## src/rtl/tff_bank_counter_if.sv

```systemverilog
// Control and status bundle for tff_bank_counter.
// The master drives enable, mode and data. The slave returns state and flags.
interface tff_bank_counter_if #(
    parameter int WIDTH = 4
);
    logic             en;
    logic [1:0]       mode;
    logic [WIDTH-1:0] t;
    logic [WIDTH-1:0] d;
    logic [WIDTH-1:0] q;
    logic             tc;
    logic             ovf;

    modport master (output en, mode, t, d, input q, tc, ovf);
    modport slave  (input en, mode, t, d, output q, tc, ovf);
endinterface

```

## src/rtl/tff_bank_counter.sv

```systemverilog
// WIDTH-bit toggle bank that doubles as a modulo-MODULUS up/down counter with load.
// It provides a combinational terminal-count flag and a registered wrap/saturate pulse.
module tff_bank_counter #(
    parameter int WIDTH    = 4,
    parameter int MODULUS  = 16,
    parameter int SATURATE = 0
) (
    input logic               clk,
    input logic               rst,
    tff_bank_counter_if.slave bus
);

    localparam logic [1:0] MODE_TOGGLE = 2'b00;
    localparam logic [1:0] MODE_UP     = 2'b01;
    localparam logic [1:0] MODE_DOWN   = 2'b10;

    localparam logic [WIDTH-1:0] Q_MAX   = WIDTH'(MODULUS - 1);
    localparam logic [WIDTH:0]   MOD_EXT = (WIDTH+1)'(MODULUS);

    if (MODULUS < 2 || longint'(MODULUS) > (longint'(1) << WIDTH)) begin : g_bad_modulus
        $error("tff_bank_counter: MODULUS must lie in 2..2**WIDTH");
    end

    // Each step function returns {boundary_hit, next_q}.
    function automatic logic [WIDTH:0] up_step(input logic [WIDTH-1:0] cur);
        if (cur < Q_MAX) return {1'b0, cur + WIDTH'(1)};
        return {1'b1, (SATURATE != 0) ? Q_MAX : {WIDTH{1'b0}}};
    endfunction

    function automatic logic [WIDTH:0] down_step(input logic [WIDTH-1:0] cur);
        if (cur == '0) return {1'b1, (SATURATE != 0) ? {WIDTH{1'b0}} : Q_MAX};
        // An out-of-range value left by toggle mode re-enters at the top without a pulse.
        if ({1'b0, cur} >= MOD_EXT) return {1'b0, Q_MAX};
        return {1'b0, cur - WIDTH'(1)};
    endfunction

    function automatic logic [WIDTH-1:0] load_clamp(input logic [WIDTH-1:0] val);
        return ({1'b0, val} >= MOD_EXT) ? Q_MAX : val;
    endfunction

    logic [WIDTH-1:0] q_p1;
    logic             ovf_p1;
    logic [WIDTH:0]   nxt;

    always_comb begin
        nxt = {1'b0, q_p1};
        case (bus.mode)
            MODE_TOGGLE: nxt = {1'b0, q_p1 ^ bus.t};
            MODE_UP:     nxt = up_step(q_p1);
            MODE_DOWN:   nxt = down_step(q_p1);
            default:     nxt = {1'b0, load_clamp(bus.d)};
        endcase
    end

    // Register stage: state and boundary pulse.
    always_ff @(posedge clk) begin
        if (rst) begin
            q_p1   <= '0;
            ovf_p1 <= 1'b0;
        end else if (!bus.en) begin
            ovf_p1 <= 1'b0;
        end else begin
            q_p1   <= nxt[WIDTH-1:0];
            ovf_p1 <= nxt[WIDTH];
        end
    end

    assign bus.q   = q_p1;
    assign bus.ovf = ovf_p1;
    assign bus.tc  = bus.en & (((bus.mode == MODE_UP) & (q_p1 >= Q_MAX)) |
                               ((bus.mode == MODE_DOWN) & (q_p1 == '0)));

endmodule

```

## src/flat_wrapper.sv

```systemverilog
// flat-port wrapper written by rule: the top's interface ports become plain ports
module tff_bank_counter_flat 
#(
    parameter int WIDTH    = 4,
    parameter int MODULUS  = 16,
    parameter int SATURATE = 0
)
  (clk, rst, bus_en, bus_mode, bus_t, bus_d, bus_q, bus_tc, bus_ovf);
  tff_bank_counter_if #(.WIDTH(WIDTH)) bus_i ();
  input logic clk;
  input logic rst;
  input wire logic [$bits(bus_i.en)-1:0] bus_en;
  input wire logic [$bits(bus_i.mode)-1:0] bus_mode;
  input wire logic [$bits(bus_i.t)-1:0] bus_t;
  input wire logic [$bits(bus_i.d)-1:0] bus_d;
  output wire logic [$bits(bus_i.q)-1:0] bus_q;
  output wire logic [$bits(bus_i.tc)-1:0] bus_tc;
  output wire logic [$bits(bus_i.ovf)-1:0] bus_ovf;
  assign bus_i.en = bus_en;
  assign bus_i.mode = bus_mode;
  assign bus_i.t = bus_t;
  assign bus_i.d = bus_d;
  assign bus_q = bus_i.q;
  assign bus_tc = bus_i.tc;
  assign bus_ovf = bus_i.ovf;
  tff_bank_counter #(.WIDTH(WIDTH), .MODULUS(MODULUS), .SATURATE(SATURATE)) u_core (.clk(clk), .rst(rst), .bus(bus_i));
endmodule
```

## config.mk

```make
export PLATFORM = sky130hd
export DESIGN_NAME = tff_bank_counter_flat
export DESIGN_NICKNAME = d
export VERILOG_FILES = /design/src/rtl/tff_bank_counter_if.sv /design/src/rtl/tff_bank_counter.sv /design/src/flat_wrapper.sv
export SDC_FILE = /design/constraint.sdc
export NUM_CORES = 1
export LEC_CHECK = 0
export ABC_AREA = 1
export CORE_AREA = 2 2 39 41
export CTS_CLUSTER_SIZE = 10
export DETAILED_ROUTE_END_ITERATION = 16
export DIE_AREA = 0 0 41 43
export PLACE_DENSITY = 0.69
export SYNTH_ARGS = -nofsm -noshare
export SYNTH_HDL_FRONTEND = slang
export SYNTH_SLANG_ARGS = --single-unit
```

## constraint.sdc

```tcl
create_clock -name clk -period 1.62 [get_ports clk]
set_input_delay 0.486 -clock clk [delete_from_list [all_inputs] [get_ports clk]]
set_output_delay 0.486 -clock clk [all_outputs]
set_load 0.01 [all_outputs]
```

==> key figures <==
Synth
  • Synth area leaders: dfxtp_1 20%, nand2_1 18%, nor2_1 9.9%
  • Adder-Cell Fraction of Synth Area: 0.05102
  • Complex-gate fraction of the synthesized area: 0.1480
  • Synth async-reset ratio: 0
  • Top_reg_cell synth: dfxtp_1
  • Xor-xnor portion of the synthesized cell area: 0.05357
  • Gate Count Post-Synth: 84
  • Seq cells post-synth: 5
  • Post-synth top cells: 23 x nand2_1, 13 x nor2_1, 8 x inv_1
  • Unique masters post-synth: 22
  • Post-synth EDFFs: 0
  • Post-synth top area cell: dfxtp_1
  • Post-Syn Area: 490.5 µm²
  • Count leader, synth: nand2_1
  • Post-synth top area share: 0.2041
  • Synth Area in Simple Gates: 0.4362
  • Synthesized area per cell: 5.839 µm²
  • Synth Warn #: 0
  • Largest family of logic cells by synthesized area: simple AND/OR/NAND/NOR gates
  • Multiplexer share of the synthesized area: 0
  • Register area share after synthesis: 0.2041
  • Syn Nets: 99

Route
  • DRT Wirelength: 1640 µm
  • Routed len/inst: 11.47 µm
  • DRC viols: 0
  • Drt first pass iters: 4
  • Vias post-DR: 702
  • First-iteration detailed-routing DRC count: 9
  • Via density: 4.909
  • Antenna-violating nets left: 0

Cells and area
  • Final Instance Area: 930.9 µm²
  • Fillers: 127
  • Layout cells sized above 1: 0.3622
  • Nets: 143
  • Syn-to-layout area delta: 89.80%
  • Final core utilization: 0.6727
  • # diodes: 0

Timing
  • Final Critical Period: 1.827 ns
  • Final Hold Fails: 0
  • Final Max Tran Viols: 0
  • Fin crit share: 1.128
  • PnR worst setup slack: -0.2072 ns
  • Max_slew headroom: 0.8421
  • Worst slew pin tran: 0.2369 ns
  • Clock skew: 0.003804 ns
  • Count of final setup violators: 1
  • Post-route setup TNS: -0.2072 ns
  • Max Freq: 0.5473 GHz
  • RSZ-0062 raised after global routing: yes

GRT
  • Grt total ovfl: 0
  • Vias in the first global route: 682
  • Pin count of the biggest net entering global routing: 9
  • GRT Resource Usage Total: 0.2237
  • First-pass GRT wire length: 2635 µm
  • Antenna violations before repair: 0

Placed design
  • Port bufs: 18
  • Gpl congestion: 0.8874
  • HPWL Detailed: 1158 µm
  • Dpl ws: -0.9059 ns
  • Placed Area: 802.0 µm²

Clocking
  • CTS max path bufs: 2
  • H-tree depth: 1
  • # clock sinks: 5
  • TritonCTS Buffers: 3
  • Clock latency on the worst-skew pair: 0.25 ns
  • Cts hold-fix bufs: 0
  • Clk slew on worst S/H paths: 0.05 ns
  • CTS tree: yes
  • CTS Root Cell: clkbuf_4

Setup path
  • CP Capture Type: output port
  • WS Path Type: reg -> out
  • Worst Path Max Fanout: 4
  • Critical path arrival: 1.34 ns
  • Critical Path RT: 1.13 ns
  • Worst setup SP type: register
  • Reg-to-reg startpoint: u_core.bus.q[1]
  • Critical Path Start: u_core.bus.q[1]

Floorplanning
  • Die area: 1763 µm²
  • DIE WIDTH: 41 µm
  • Core footprint: 1384 µm²
  • Die Y: 43 µm
  • Initial core utilization: 0.3544
  • IO Pins: 19
  • Row count: 14

Power
  • Leak: 0.0004479 µW
  • Max VDD drop: 465.3 µV
  • PD cells: 605.7 nW/µm²
  • Pwr Total: 563.9 µW

Flow run
  • Max-cap violations: 0

Hold path
  • Hold Startpoint: u_core.bus.q[2]
  • Worst min path class: reg -> reg

Run status
  • Outcome: finished, violations left
  • Violated checks: setup timing
[registers in the layout (all words and copies together), names as in the netlist]
name and count:
u_core.bus.ovf 1, u_core.bus.q 4
[worst paths after layout]
kind	endpoint	slack [ns]	cells after the start
worst max-delay path	bus_tc	-0.21	6
worst min-delay path	u_core.bus.q[2]	0.62	3
worst max register to register	u_core.bus.q[0]	0.19	12
worst min register to register	u_core.bus.q[2]	0.62	3
[stage by stage]
stage               hold WS, ns  std cells
detailed placement       0.6286        133
global placement         0.6197        133
floorplan                0.5157         84
CTS                      0.6101        143
finish                   0.6215        143
global route             0.6659        143
[power by group]
group | switching [µW] | internal [µW] | total (µW)
Sequential | 16.1 | 133 | 149
Combinational | 120 | 140 | 261
Clock | 60.5 | 93.7 | 154
[logic make-up (layout without fill, tap and decap cells)]
kind of cell / after synthesis / count (layout)
buffers and inverters: 12 / 55
flip-flops: 5 / 5
XOR/XNOR: 3 / 3
AND/OR/NAND/NOR: 49 / 49
AO/OA/AOI/OAI: 13 / 13
adder cells (fa/ha/maj): 2 / 2
[worst max-delay path: stages, from the launching register on]
cell	delay, ns
dfxtp_4	0.38
ha_4	0.15
nand3_4	0.07
nor3_4	0.19
a21oi_2	0.06
nor2_1	0.10
buf_2	0.14
[placed cells by master (no fill, tap or decap), types with 2 or more instances in the layout]
cell / instances
nor2_1: 12
inv_1: 6
nand3_2: 2
dlygate4sd2_1: 4
nand3_1: 5
a21oi_2: 2
ha_4: 2
inv_2: 4
nand2_1: 22
clkdlybuf4s50_1: 11
o21ai_1: 2
dfxtp_4: 3
buf_4: 22
o21ai_0: 4
a21oi_1: 3
xnor2_1: 2
clkbuf_4: 3
[area by class of cell]
type                       instances  area (µm²)  area share
inverter                          11       41.29     0.04435
multi-input combinational         67       400.4      0.4301
clock buffer                       4       26.28     0.02823
sequential                         5       112.6      0.1210
tap                               16       20.02     0.02151
timing repair buffer              40       330.3      0.3548
[repair_timing]
item                                    in CTS  in global routing
buffers inserted                             6                  0
resized for setup                           20                 12
pin swaps                                    3                  5
cloned                                       0                  0
endpoints found under the setup margin       7                  2
[layer usage]
| layer | part of all wire | global-route usage | wire length (µm) | vias up |
|---|---|---|---|---|
| li1 | - | - | - | 360 |
| met1 | 0.38 | 0.2308 | 623 | 324 |
| met2 | 0.58 | 0.3844 | 949 | 18 |
| met3 | 0.041 | 0.08377 | 67 | 0 |
| met4 | 0 | 0.08000 | 0 | 0 |
| met5 | 0 | 0 | 0 | - |
(Power assumes the default switching activity.)
